[src/rtl/tcdm_axi_lite_master.sv]
// TCDM slave to AXI4-Lite master bridge, one outstanding access; grant only in IDLE, 3-cycle minimum response.
// AXI valids hold until their handshake; TCDM side is stalled by withholding grant while busy.
module tcdm_axi_lite_master #(
  parameter int ADDR_WIDTH = 32,
  parameter int DATA_WIDTH = 32,
  parameter int CNT_WIDTH  = 16
) (
  input  logic                    clk_i,
  input  logic                    rst_i,

  input  logic                    tcdm_req_i,
  output logic                    tcdm_gnt_o,
  input  logic [ADDR_WIDTH-1:0]   tcdm_add_i,
  input  logic                    tcdm_wen_i,
  input  logic [DATA_WIDTH/8-1:0] tcdm_be_i,
  input  logic [DATA_WIDTH-1:0]   tcdm_data_i,
  output logic                    tcdm_r_valid_o,
  output logic [DATA_WIDTH-1:0]   tcdm_r_data_o,
  output logic                    tcdm_r_opc_o,

  output logic                    axi_awvalid_o,
  input  logic                    axi_awready_i,
  output logic [ADDR_WIDTH-1:0]   axi_awaddr_o,
  output logic [2:0]              axi_awprot_o,
  output logic                    axi_wvalid_o,
  input  logic                    axi_wready_i,
  output logic [DATA_WIDTH-1:0]   axi_wdata_o,
  output logic [DATA_WIDTH/8-1:0] axi_wstrb_o,
  input  logic                    axi_bvalid_i,
  output logic                    axi_bready_o,
  input  logic [1:0]              axi_bresp_i,
  output logic                    axi_arvalid_o,
  input  logic                    axi_arready_i,
  output logic [ADDR_WIDTH-1:0]   axi_araddr_o,
  output logic [2:0]              axi_arprot_o,
  input  logic                    axi_rvalid_i,
  output logic                    axi_rready_o,
  input  logic [DATA_WIDTH-1:0]   axi_rdata_i,
  input  logic [1:0]              axi_rresp_i,

  output logic [CNT_WIDTH-1:0]    rd_cnt_o,
  output logic [CNT_WIDTH-1:0]    wr_cnt_o,
  output logic [CNT_WIDTH-1:0]    err_cnt_o
);

  localparam int BE_WIDTH = DATA_WIDTH / 8;

  typedef enum logic [2:0] {
    S_IDLE,
    S_RD_A,
    S_RD_D,
    S_WR_AW_W,
    S_WR_B,
    S_RSP
  } state_t;

  state_t                r_state;
  logic [ADDR_WIDTH-1:0] r_add;
  logic                  r_wen;
  logic [BE_WIDTH-1:0]   r_be;
  logic [DATA_WIDTH-1:0] r_wdata;
  logic [DATA_WIDTH-1:0] r_rdata;
  logic [1:0]            r_resp;
  logic                  r_arvalid;
  logic                  r_rready;
  logic                  r_awvalid;
  logic                  r_wvalid;
  logic                  r_aw_done;
  logic                  r_w_done;
  logic                  r_bready;
  logic                  r_rvalid;
  logic [CNT_WIDTH-1:0]  r_rd_cnt;
  logic [CNT_WIDTH-1:0]  r_wr_cnt;
  logic [CNT_WIDTH-1:0]  r_err_cnt;

  logic                  w_aw_hs;
  logic                  w_w_hs;
  logic                  w_aw_ok;
  logic                  w_w_ok;
  logic                  w_rd_err;
  logic                  w_wr_err;
  logic [CNT_WIDTH-1:0]  w_err_cnt_inc;

  assign w_aw_hs       = r_awvalid & axi_awready_i;
  assign w_w_hs        = r_wvalid & axi_wready_i;
  assign w_aw_ok       = r_aw_done | w_aw_hs;
  assign w_w_ok        = r_w_done | w_w_hs;
  assign w_rd_err      = (axi_rresp_i != 2'b00);
  assign w_wr_err      = (axi_bresp_i != 2'b00);
  assign w_err_cnt_inc = (r_err_cnt == {CNT_WIDTH{1'b1}}) ? r_err_cnt : r_err_cnt + 1'b1;

  assign tcdm_gnt_o     = tcdm_req_i & (r_state == S_IDLE);
  assign tcdm_r_valid_o = r_rvalid;
  // Response payload is forced to zero whenever no response is being presented.
  assign tcdm_r_data_o  = (r_rvalid & r_wen) ? r_rdata : '0;
  assign tcdm_r_opc_o   = r_rvalid & (r_resp != 2'b00);

  assign axi_awvalid_o = r_awvalid;
  assign axi_awaddr_o  = r_add;
  assign axi_awprot_o  = 3'b000;
  assign axi_wvalid_o  = r_wvalid;
  assign axi_wdata_o   = r_wdata;
  assign axi_wstrb_o   = r_be;
  assign axi_bready_o  = r_bready;
  assign axi_arvalid_o = r_arvalid;
  assign axi_araddr_o  = r_add;
  assign axi_arprot_o  = 3'b000;
  assign axi_rready_o  = r_rready;

  assign rd_cnt_o  = r_rd_cnt;
  assign wr_cnt_o  = r_wr_cnt;
  assign err_cnt_o = r_err_cnt;

  always_ff @(posedge clk_i or posedge rst_i) begin
    if (rst_i) begin
      r_state   <= S_IDLE;
      r_add     <= '0;
      r_wen     <= 1'b0;
      r_be      <= '0;
      r_wdata   <= '0;
      r_rdata   <= '0;
      r_resp    <= 2'b00;
      r_arvalid <= 1'b0;
      r_rready  <= 1'b0;
      r_awvalid <= 1'b0;
      r_wvalid  <= 1'b0;
      r_aw_done <= 1'b0;
      r_w_done  <= 1'b0;
      r_bready  <= 1'b0;
      r_rvalid  <= 1'b0;
      r_rd_cnt  <= '0;
      r_wr_cnt  <= '0;
      r_err_cnt <= '0;
    end else begin
      case (r_state)
        S_IDLE: begin
          if (tcdm_req_i) begin
            r_add   <= tcdm_add_i;
            r_wen   <= tcdm_wen_i;
            r_be    <= tcdm_be_i;
            r_wdata <= tcdm_data_i;
            r_rdata <= '0;
            r_resp  <= 2'b00;
            if (tcdm_wen_i) begin
              r_arvalid <= 1'b1;
              r_state   <= S_RD_A;
            end else begin
              r_awvalid <= 1'b1;
              r_wvalid  <= 1'b1;
              r_aw_done <= 1'b0;
              r_w_done  <= 1'b0;
              r_state   <= S_WR_AW_W;
            end
          end
        end
        S_RD_A: begin
          if (axi_arready_i) begin
            r_arvalid <= 1'b0;
            r_rready  <= 1'b1;
            r_state   <= S_RD_D;
          end
        end
        S_RD_D: begin
          if (axi_rvalid_i) begin
            r_rready <= 1'b0;
            r_rdata  <= axi_rdata_i;
            r_resp   <= axi_rresp_i;
            r_rvalid <= 1'b1;
            r_rd_cnt <= r_rd_cnt + 1'b1;
            if (w_rd_err) r_err_cnt <= w_err_cnt_inc;
            r_state  <= S_RSP;
          end
        end
        S_WR_AW_W: begin
          // Address and data channels retire independently; B is only awaited once both are done.
          if (w_aw_hs) begin
            r_awvalid <= 1'b0;
            r_aw_done <= 1'b1;
          end
          if (w_w_hs) begin
            r_wvalid <= 1'b0;
            r_w_done <= 1'b1;
          end
          if (w_aw_ok && w_w_ok) begin
            r_bready <= 1'b1;
            r_state  <= S_WR_B;
          end
        end
        S_WR_B: begin
          if (axi_bvalid_i) begin
            r_bready <= 1'b0;
            r_resp   <= axi_bresp_i;
            r_rvalid <= 1'b1;
            r_wr_cnt <= r_wr_cnt + 1'b1;
            if (w_wr_err) r_err_cnt <= w_err_cnt_inc;
            r_state  <= S_RSP;
          end
        end
        S_RSP: begin
          r_rvalid <= 1'b0;
          r_state  <= S_IDLE;
        end
        default: begin
          r_arvalid <= 1'b0;
          r_rready  <= 1'b0;
          r_awvalid <= 1'b0;
          r_wvalid  <= 1'b0;
          r_bready  <= 1'b0;
          r_rvalid  <= 1'b0;
          r_state   <= S_IDLE;
        end
      endcase
    end
  end

endmodule

[config.mk]
export PLATFORM = sky130hd
export DESIGN_NAME = tcdm_axi_lite_master
export DESIGN_NICKNAME = d
export VERILOG_FILES = /design/src/rtl/tcdm_axi_lite_master.sv
export SDC_FILE = /design/constraint.sdc
export NUM_CORES = 1
export LEC_CHECK = 0
export CAP_MARGIN = 20
export CORE_ASPECT_RATIO = 1.4
export CORE_UTILIZATION = 46
export CTS_CLUSTER_DIAMETER = 200
export DETAILED_ROUTE_END_ITERATION = 8
export GPL_TIMING_DRIVEN = 0
export PLACE_DENSITY = 0.86
export SYNTH_ARGS = -nofsm -noshare
export SYNTH_HDL_FRONTEND = slang
export SYNTH_SLANG_ARGS = --single-unit
[constraint.sdc]
create_clock -name clk_i -period 11.19 [get_ports clk_i]
set_input_delay 1.6785 -clock clk_i [delete_from_list [all_inputs] [get_ports clk_i]]
set_output_delay 1.6785 -clock clk_i [all_outputs]
set_load 0.01 [all_outputs]
==> results.json, run 1 <==
{
  "yosys_warnings": 0,
  "synth_area_per_cell_um2": 12.6,
  "status": "finished clean",
  "wirelength_um": 19500,
  "adder_cell_share_of_the_synthesized_area_pct": 0.518,
  "rsz0062_at_grt": "false",
  "placed_cells": 1073,
  "die_width_um": 108,
  "port_buffers": 300,
  "ys_seq_area_share_pct": 56.0,
  "cts-buffers-inserted": 17,
  "num-fill-cells": 1063,
  "period_share_pct": 48.3,
  "clock-sinks": 162,
  "dp.final_hpwl_um": 14700,
  "worstPathArrival_ps": 3730,
  "drt_first_iter_violations": 220,
  "clock.fmax_mhz": 185,
  "gpl.final_weighted_congestion": 0.902,
  "post-route-min-period_ps": 5410,
  "grt_use_met1_pct": 26.4,
  "grt_antenna_before_repair": 8,
  "worst_setup_hold_path_clk_slew_ps": 60,
  "post-route-drc-count": 0,
  "ctsHoldBuffers": 0,
  "power_density_nw_per_um2": 249,
  "timing.rr.end": "axi_wdata_o[4]",
  "slew_viol_final": 0,
  "design.final.nets": 1016,
  "dieArea_um2": 16300,
  "hold_class": "reg -> reg",
  "busiest_layer": "met2",
  "layout.cells.most_common_list": "sky130_fd_sc_hd__clkdlybuf4s50_1, sky130_fd_sc_hd__dfrtp_1, sky130_fd_sc_hd__mux2_2",
  "groute.layer.met3.usage_pct": 7.92,
  "grt_overflow": 0,
  "final.setup.tns_ps": 0,
  "post_cts_resized": 0,
  "grt_first_pass_wirelength_um": 30200,
  "initial_utilization_pct": 47.7,
  "synth-edff-count": 0,
  "complex_gate_fraction_of_the_synthesized_area_pct": 9.16,
  "post_drt_via_cell_ratio": 5.20,
  "clock_tree_from_tritoncts": "done",
  "worst_r2r_path_depth": 7,
  "number_of_search_and_repair_iterations_in_the_first_detailed_routing_pass": 4,
  "clock_insertion_delay_worst_skew_ps": 410,
  "post_route_cells_drive_above_1_share_pct": 18.9,
  "use_met2_pct": 44.1,
  "post_route_cell_area_um2": 11100,
  "post_place_cell_area_um2": 10500,
  "maxSlewHeadroom_pct": 63.8,
  "yosys-mux-area-fraction_pct": 11.0,
  "dp_slack_ps": 5740,
  "path_class": "in -> out",
  "worst_setup_path_end_kind": "output pin",
  "final_critical_path_setup_slack_ps": 5780,
  "post_cts_buffers": 0,
  "hold_viol_final": 0,
  "die_span_in_y_um": 150,
  "avgRoutedWirePerCell_um": 17.6,
  "antenna_violating_nets_post_route": 0,
  "synth_xor_area_share_pct": 5.44,
  "area_growth_pct": 53.7,
  "required_ps": 9510,
  "first_global_vias": 5793,
  "final_setup_fails": 0,
  "ioPinCount": 307,
  "worstMarginPinSlew_ps": 543,
  "r2r_slack_ps": 9110,
  "via_count": 5770,
  "timing.critical_path.fanout_max": 10,
  "clock_tree.buffer_depth": 2,
  "most_common_library_cell_in_the_layout_ignoring_fill_and_taps": "sky130_fd_sc_hd__clkdlybuf4s50_1",
  "htreeDepth": 4,
  "fin_skew_ps": 11.4,
  "layout.cells.non_filler": 1109,
  "cp-endpoint": "tcdm_gnt_o",
  "synth_top_flop_cell": "sky130_fd_sc_hd__dfrtp_1",
  "synth_top_family_by_area": "simple AND/OR/NAND/NOR gates",
  "track_usage_pct": 24.5,
  "max_cap_viol_count": 0,
  "synth-simple-area-share_pct": 11.1,
  "post_synth_instance_area_um2": 7240,
  "core_area_um2": 15200,
  "worst_setup_path_start_kind": "input port",
  "critPathLaunch": "tcdm_req_i",
  "p_leak_nw": 4.89,
  "synth-async-reset-ratio_pct": 100,
  "postSynthRegisterBits": 162,
  "worstReg2RegStart": "r_state[2]",
  "placement_rows": 53,
  "irDropWorstVdd_mv": 0.136,
  "clockRootBuffer": "sky130_fd_sc_hd__clkbuf_16",
  "ys_types": 54,
  "syn_inst": 575,
  "maximum_number_of_pins_on_one_net_before_global_route_repair": 114
}
[final cells by class]
type / instances / area [um2] / share of cell area, %
sequential: 162 / 4050 / 36.4
multi-input combinational: 337 / 2720 / 24.5
tap: 192 / 240 / 2.16
buffer: 67 / 432 / 3.88
clock buffer: 19 / 433 / 3.89
timing repair buffer: 301 / 3030 / 27.2
antenna: 4 / 10.0 / 0.0899
inverter: 14 / 60.1 / 0.540
clock inverter: 13 / 148 / 1.33
[state kept, by name (all words and copies together) (netlist names)]
register,count
axi_araddr_o,32
axi_arvalid_o,1
axi_awvalid_o,1
axi_bready_o,1
axi_rready_o,1
axi_wdata_o,32
axi_wstrb_o,4
axi_wvalid_o,1
err_cnt_o,16
r_aw_done,1
r_rdata,32
r_resp,2
r_state,3
r_w_done,1
r_wen,1
rd_cnt_o,16
tcdm_r_valid_o,1
wr_cnt_o,16
[logic make-up (layout without fill, tap and decap cells)]
| group | count (synthesis) | in the layout |
|---|---|---|
| compound gates | 80 | 80 |
| mux | 71 | 71 |
| buf+inv | 81 | 414 |
| simple gates | 132 | 132 |
| fa+ha+maj | 3 | 3 |
| flops | 162 | 162 |
| xor+xnor | 45 | 45 |
| other cells | 1 | 10 |
[metal layers]
metal  up-vias  routed length [um]
li1       2673                   -
met1      2815                7050
met2       240               10400
met3        34                1530
met4         8                 435
met5         -                  50
[power by group]
| group | internal [mW] | switching, mW |
|---|---|---|
| clock network | 0.333 | 0.237 |
| registers | 0.793 | 0.149 |
| logic | 0.762 | 0.493 |
[cell usage after synthesis (all sizes together) (2+ instances only)]
cell | n | area (um2)
a2111oi | 4 | 85.1
a211oi | 5 | 37.5
a21oi | 9 | 45.0
a22o | 32 | 280
a22oi | 2 | 15.0
a2bb2oi | 2 | 17.5
a31oi | 4 | 25.0
and2 | 3 | 18.8
and3 | 38 | 238
and4 | 4 | 35.0
and4bb | 2 | 25.0
buf | 55 | 387
clkbuf | 12 | 45.0
dfrtp | 162 | 4050
ha | 3 | 37.5
inv | 14 | 52.6
mux2 | 70 | 788
nand2 | 17 | 63.8
nand2b | 4 | 25.0
nand3 | 15 | 80.1
nand4 | 15 | 100
nand4bb | 2 | 43.8
nor2 | 15 | 56.3
nor2b | 3 | 18.8
nor3 | 7 | 40.0
nor4 | 2 | 18.8
o2111ai | 3 | 26.3
o21ai | 8 | 40.0
o22a | 2 | 17.5
o31ai | 2 | 15.0
o32ai | 2 | 17.5
or2 | 2 | 12.5
xnor2 | 26 | 228
xor2 | 19 | 166
[worst min-delay path by stage]
stage | from | end | depth (start not counted)
floorplan | r_rdata[28] | r_rdata[28] | 1
global placement | rd_cnt_o[15] | rd_cnt_o[15] | 1
detailed placement | wr_cnt_o[15] | wr_cnt_o[15] | 1
CTS | wr_cnt_o[15] | wr_cnt_o[15] | 1
global route | wr_cnt_o[15] | wr_cnt_o[15] | 1
finish | wr_cnt_o[15] | wr_cnt_o[15] | 1
[worst max-delay path: stages]
cell and delay, ps:
sky130_fd_sc_hd__clkdlybuf4s50_1 540, sky130_fd_sc_hd__nand3_1 230, sky130_fd_sc_hd__inv_2 170, sky130_fd_sc_hd__buf_2 280, sky130_fd_sc_hd__buf_4 240, sky130_fd_sc_hd__clkdlybuf4s50_1 580
[per-stage QoR]
stage               power [mW]  hold WS [ps]  util [%]
CTS                       2.80           479      73.2
finish                    2.77           475      73.3
floorplan                 1.55           459         -
global route              2.93           503      73.2
global placement          2.18           457      69.2
detailed placement        2.21           471      69.4
(Power assumes the default switching activity.)
==> run 2, diff against run 1 <==
--- a/config.mk
+++ b/config.mk
@@ -7,11 +7,11 @@
 export LEC_CHECK = 0
 export CAP_MARGIN = 20
 export CORE_ASPECT_RATIO = 1.4
-export CORE_UTILIZATION = 46
+export CORE_UTILIZATION = 43
 export CTS_CLUSTER_DIAMETER = 200
 export DETAILED_ROUTE_END_ITERATION = 8
 export GPL_TIMING_DRIVEN = 0
-export PLACE_DENSITY = 0.86
+export PLACE_DENSITY = 0.81
 export SYNTH_ARGS = -nofsm -noshare
 export SYNTH_HDL_FRONTEND = slang
 export SYNTH_SLANG_ARGS = --single-unit
==> constraint.sdc (replaced) <==
create_clock -name clk_i -period 5.2 [get_ports clk_i]
set_input_delay 0.78 -clock clk_i [delete_from_list [all_inputs] [get_ports clk_i]]
set_output_delay 0.78 -clock clk_i [all_outputs]
set_load 0.01 [all_outputs]
==> results.json, run 2 (synthesized netlist as in run 1, its figures left out) <==
{
  "clock-sinks": 162,
  "timing.hold.worst_path_depth": 1,
  "worst_hold_path.endpoint": "wr_cnt_o[15]",
  "post_route_cells_drive_above_1_share_pct": 19.1,
  "hold_class": "reg -> reg",
  "core_area_um2": 16300,
  "drt_first_iter_violations": 272,
  "grt_first_pass_wirelength_um": 30700,
  "placement_rows": 55,
  "irDropWorstVdd_mv": 0.245,
  "clockRootBuffer": "sky130_fd_sc_hd__clkbuf_16",
  "path_class": "in -> out",
  "ioPinCount": 307,
  "worst_setup_hold_path_clk_slew_ps": 70,
  "initial_utilization_pct": 44.4,
  "clock.fmax_mhz": 274,
  "die_span_in_y_um": 156,
  "maximum_number_of_pins_on_one_net_before_global_route_repair": 100,
  "p_leak_nw": 4.91,
  "track_usage_pct": 22.7,
  "violations": "DRC",
  "clock_tree.buffer_depth": 2,
  "post-route-util_pct": 68.4,
  "wirelength_um": 19600,
  "dieArea_um2": 17400,
  "post_cts_resized": 0,
  "fin_skew_ps": 12.0,
  "most_common_library_cell_in_the_layout_ignoring_fill_and_taps": "sky130_fd_sc_hd__clkdlybuf4s50_1",
  "slew_viol_final": 0,
  "status": "finished with violations",
  "final_setup_fails": 0,
  "dp_slack_ps": 1540,
  "layout.cells.most_common_list": "sky130_fd_sc_hd__clkdlybuf4s50_1, sky130_fd_sc_hd__dfrtp_1, sky130_fd_sc_hd__mux2_2",
  "post_drt_via_cell_ratio": 5.20,
  "worst_setup_path_start_kind": "input port",
  "design.final.nets": 1016,
  "grt_overflow": 0,
  "die_width_um": 112,
  "required_ps": 4420,
  "ctsHoldBuffers": 0,
  "final_critical_path_setup_slack_ps": 1550,
  "first_global_vias": 5738,
  "post_route_cell_area_um2": 11200,
  "post-route-drc-count": 56,
  "clock_tree_from_tritoncts": "done",
  "power_density_nw_per_um2": 540,
  "grt_antenna_before_repair": 4,
  "worstPathArrival_ps": 2870,
  "dp.final_hpwl_um": 14900,
  "num-fill-cells": 1254,
  "r2r_slack_ps": 3070,
  "post_place_cell_area_um2": 10500,
  "via_count": 5791,
  "rsz0062_at_grt": "false",
  "worstReg2RegStart": "r_state[2]",
  "number_of_search_and_repair_iterations_in_the_first_detailed_routing_pass": 6,
  "max_cap_viol_count": 0,
  "clock_insertion_delay_worst_skew_ps": 420,
  "timing.rr.end": "axi_wdata_o[0]",
  "port_buffers": 300,
  "cts-buffers-inserted": 17,
  "antenna_violating_nets_post_route": 0,
  "htreeDepth": 4,
  "post_cts_buffers": 0,
  "gpl.final_weighted_congestion": 0.910,
  "worst_setup_path_end_kind": "output pin",
  "worst_r2r_path_depth": 7,
  "timing.critical_path.fanout_max": 10,
  "period_share_pct": 70.2,
  "post-route-min-period_ps": 3650,
  "avgRoutedWirePerCell_um": 17.6,
  "area_growth_pct": 54.1,
  "timing.hold.ws_ps": 474,
  "hold_path_startpoint": "wr_cnt_o[15]",
  "hold_viol_final": 0
}
-- run 2: cell count changes in the layout (fill, tap and decap cells not counted) --
| cell | change |
|---|---|
| sky130_fd_sc_hd__clkinvlp_4 | -2 |
| sky130_fd_sc_hd__clkbuf_8 | +1 |
| sky130_fd_sc_hd__clkinv_2 | -2 |
| sky130_fd_sc_hd__clkinv_4 | +2 |
| sky130_fd_sc_hd__diode_2 | -2 |
| sky130_fd_sc_hd__inv_8 | +2 |
| sky130_fd_sc_hd__clkbuf_1 | -1 |
-- run 2: per-layer routing --
| layer | track usage [%] | wire (um) |
|---|---|---|
| met5 | 0 | 34 |
| met4 | 9.20 | 538 |
| met3 | 6.80 | 1620 |
| met2 | 40.3 | 10200 |
| met1 | 25.4 | 7220 |
-- run 2: metrics by stage --
step	TNS, ps	power (mW)	cells
2_1_floorplan	0	3.33	580
3_3_place_gp	-362530	4.71	1079
3_5_place_dp	0	4.78	1080
4_1_cts	0	6.08	1112
5_1_grt	0	6.34	1112
6_report	0	6.02	1114
-- run 2: worst max-delay path, stage by stage --
cell and delay [ps]:
sky130_fd_sc_hd__clkdlybuf4s50_1 560, sky130_fd_sc_hd__nand3_1 250, sky130_fd_sc_hd__inv_2 170, sky130_fd_sc_hd__buf_2 290
sky130_fd_sc_hd__buf_4 250, sky130_fd_sc_hd__clkdlybuf4s50_1 570
-- run 2: how the worst max path moves through the flow --
stage,from,to,slack (ps),cells past startpoint
final,tcdm_req_i,tcdm_gnt_o,1550,6
after global routing,tcdm_req_i,tcdm_gnt_o,1460,6
after CTS,tcdm_req_i,tcdm_gnt_o,1530,6
after detailed placement,tcdm_req_i,tcdm_gnt_o,1540,6
after global placement,rst_i,err_cnt_o[8],-2260,2
after floorplan,rst_i,axi_araddr_o[0],40,1
-- run 2: final cells by class --
cell class                 count  area (um2)  share of cell area, %
sequential                   162        4050                   36.3
timing repair buffer         301        3030                   27.2
multi-input combinational    337        2720                   24.4
clock buffer                  19         443                   3.97
buffer                        67         432                   3.87
tap                          199         249                   2.23
clock inverter                13         163                   1.46
inverter                      14        60.1                  0.538
antenna                        2        5.00                 0.0449
-- run 2: power breakdown --
part	switching [mW]	internal, mW
Combinational	1.07	1.64
Sequential	0.322	1.71
Clock	0.545	0.740
Total	1.94	4.08
==> run 3, diff against run 2 <==
--- a/config.mk
+++ b/config.mk
@@ -7,11 +7,11 @@
 export LEC_CHECK = 0
 export CAP_MARGIN = 20
 export CORE_ASPECT_RATIO = 1.4
-export CORE_UTILIZATION = 43
+export CORE_UTILIZATION = 39
 export CTS_CLUSTER_DIAMETER = 200
 export DETAILED_ROUTE_END_ITERATION = 8
 export GPL_TIMING_DRIVEN = 0
-export PLACE_DENSITY = 0.81
+export PLACE_DENSITY = 0.77
 export SYNTH_ARGS = -nofsm -noshare
 export SYNTH_HDL_FRONTEND = slang
 export SYNTH_SLANG_ARGS = --single-unit
==> constraint.sdc (replaced) <==
create_clock -name clk_i -period 3.05 [get_ports clk_i]
set_input_delay 0.4575 -clock clk_i [delete_from_list [all_inputs] [get_ports clk_i]]
set_output_delay 0.4575 -clock clk_i [all_outputs]
set_load 0.01 [all_outputs]
==> results.json, run 3 (synthesized netlist as in run 1, its figures left out) <==
{
  "grt_overflow": 0,
  "clock_tree_from_tritoncts": "done",
  "grt_first_pass_wirelength_um": 30000,
  "clockRootBuffer": "sky130_fd_sc_hd__clkbuf_16",
  "worst_setup_path_end_kind": "output pin",
  "placed_cells": 1124,
  "max_cap_viol_count": 0,
  "ctsHoldBuffers": 0,
  "ioPinCount": 307,
  "design.final.nets": 1018,
  "core_area_um2": 18100,
  "post_route_cells_drive_above_1_share_pct": 19.3,
  "period_share_pct": 93.7,
  "htreeDepth": 4,
  "antenna_violating_nets_post_route": 0,
  "path_class": "reg -> out",
  "via_count": 5722,
  "power_density_nw_per_um2": 916,
  "layout.cells.non_filler": 1155,
  "initial_utilization_pct": 40.1,
  "fin_skew_ps": 8.58,
  "placement_rows": 58,
  "final_setup_fails": 0,
  "slew_viol_final": 0,
  "post_cts_resized": 0,
  "die_span_in_y_um": 163,
  "rsz0062_at_grt": "false",
  "required_ps": 2590,
  "most_common_library_cell_in_the_layout_ignoring_fill_and_taps": "sky130_fd_sc_hd__clkdlybuf4s50_1",
  "clock.fmax_mhz": 350,
  "drt_first_iter_violations": 232,
  "cts-buffers-inserted": 17,
  "grt_antenna_before_repair": 0,
  "worstMarginPinSlew_ps": 631,
  "maximum_number_of_pins_on_one_net_before_global_route_repair": 41,
  "final_power_mw": 10.3,
  "r2r_slack_ps": 1040,
  "port_buffers": 300,
  "hold_viol_final": 0,
  "dp.final_hpwl_um": 14800,
  "worstPathArrival_ps": 2400,
  "layout.cells.most_common_list": "sky130_fd_sc_hd__clkdlybuf4s50_1, sky130_fd_sc_hd__dfrtp_1, sky130_fd_sc_hd__mux2_2",
  "worst_setup_hold_path_clk_slew_ps": 70,
  "irDropWorstVdd_mv": 0.372,
  "maxSlewHeadroom_pct": 57.8,
  "p_leak_nw": 4.93,
  "worst_setup_path_start_kind": "flip-flop",
  "post_cts_buffers": 0,
  "wirelength_um": 19500,
  "post-route-min-period_ps": 2860,
  "clock_tree.buffer_depth": 2,
  "die_width_um": 117,
  "timing.hold.ws_ps": 467,
  "post-route-drc-count": 0,
  "avgRoutedWirePerCell_um": 16.9,
  "gpl.final_weighted_congestion": 0.807,
  "area_growth_pct": 55.7,
  "track_usage_pct": 20.7,
  "post_drt_via_cell_ratio": 4.95,
  "number_of_search_and_repair_iterations_in_the_first_detailed_routing_pass": 4,
  "first_global_vias": 5577,
  "clock-sinks": 162,
  "hold_class": "in -> async",
  "status": "finished clean",
  "clock_insertion_delay_worst_skew_ps": 420,
  "timing.critical_path.fanout_max": 15,
  "dieArea_um2": 19100,
  "diodes": 0
}
-- run 3: changes by cell type in the layout (fill, tap and decap cells not counted) --
cell / change
sky130_fd_sc_hd__buf_16: -1
sky130_fd_sc_hd__clkinvlp_4: +1
sky130_fd_sc_hd__inv_2: -1
sky130_fd_sc_hd__buf_2: -1
sky130_fd_sc_hd__diode_2: -2
sky130_fd_sc_hd__clkbuf_1: -1
sky130_fd_sc_hd__clkinv_2: +1
sky130_fd_sc_hd__inv_6: -3
sky130_fd_sc_hd__buf_12: +4
sky130_fd_sc_hd__bufinv_16: +1
sky130_fd_sc_hd__clkbuf_8: -1
sky130_fd_sc_hd__clkinv_4: +3
-- run 3: path summary, 6_finish.rpt --
kind / from / to / cells past startpoint
hold / removal: rst_i / axi_wdata_o[22] / 2
max in group asynchronous: rst_i / axi_wstrb_o[0] / 5
hold reg to reg: wr_cnt_o[15] / wr_cnt_o[15] / 1
setup reg to reg: r_state[2] / axi_wdata_o[18] / 6
setup / recovery: r_state[2] / tcdm_gnt_o / 6
min in group clk_i: wr_cnt_o[15] / wr_cnt_o[15] / 1
-- run 3: area by class of cell --
type                    instances  area (um2)
well taps                     240         300
repair buffers                304        3080
flip-flops and latches        162        4050
fillers                      1454        6800
clock inverters                15         200
clock buffers                  17         425
plain buffers                  66         427
multi-input cells             337        2720
inverters                      14        61.3
-- run 3: worst max-delay path: stages, from the launching register on --
cell,delay (ps)
sky130_fd_sc_hd__dfrtp_1,370
sky130_fd_sc_hd__buf_2,190
sky130_fd_sc_hd__inv_1,160
sky130_fd_sc_hd__nand3_1,260
sky130_fd_sc_hd__clkinv_4,230
sky130_fd_sc_hd__buf_4,210
sky130_fd_sc_hd__clkdlybuf4s50_1,550
-- run 3: report_power, final --
part	internal (mW)	switching [mW]	total [mW]
sequential	2.91	0.546	3.45
clock	1.32	0.943	2.26
combinational	2.80	1.81	4.61
-- run 3: per-stage QoR --
step / TNS [ps] / area (um2) / utilization [%] / worst slack [ps]
after floorplan: 0 / 7260 / - / 536
after global placement: -140180 / 10600 / 58.5 / -885
after detailed placement: 0 / 10600 / 58.9 / 50.8
after CTS: 0 / 11300 / 62.4 / 18.7
after global routing: 0 / 11300 / 62.4 / 41.8
final: 0 / 11300 / 62.4 / 191
-- run 3: layer usage --
layer / share of wire, % / vias to the layer above / global-route usage, %
li1: - / 2683 / -
met4: 2.7 / 0 / 8.34
met1: 37 / 2778 / 22.9
met2: 54 / 226 / 37.7
met5: 0 / - / 0
met3: 6.4 / 35 / 4.53
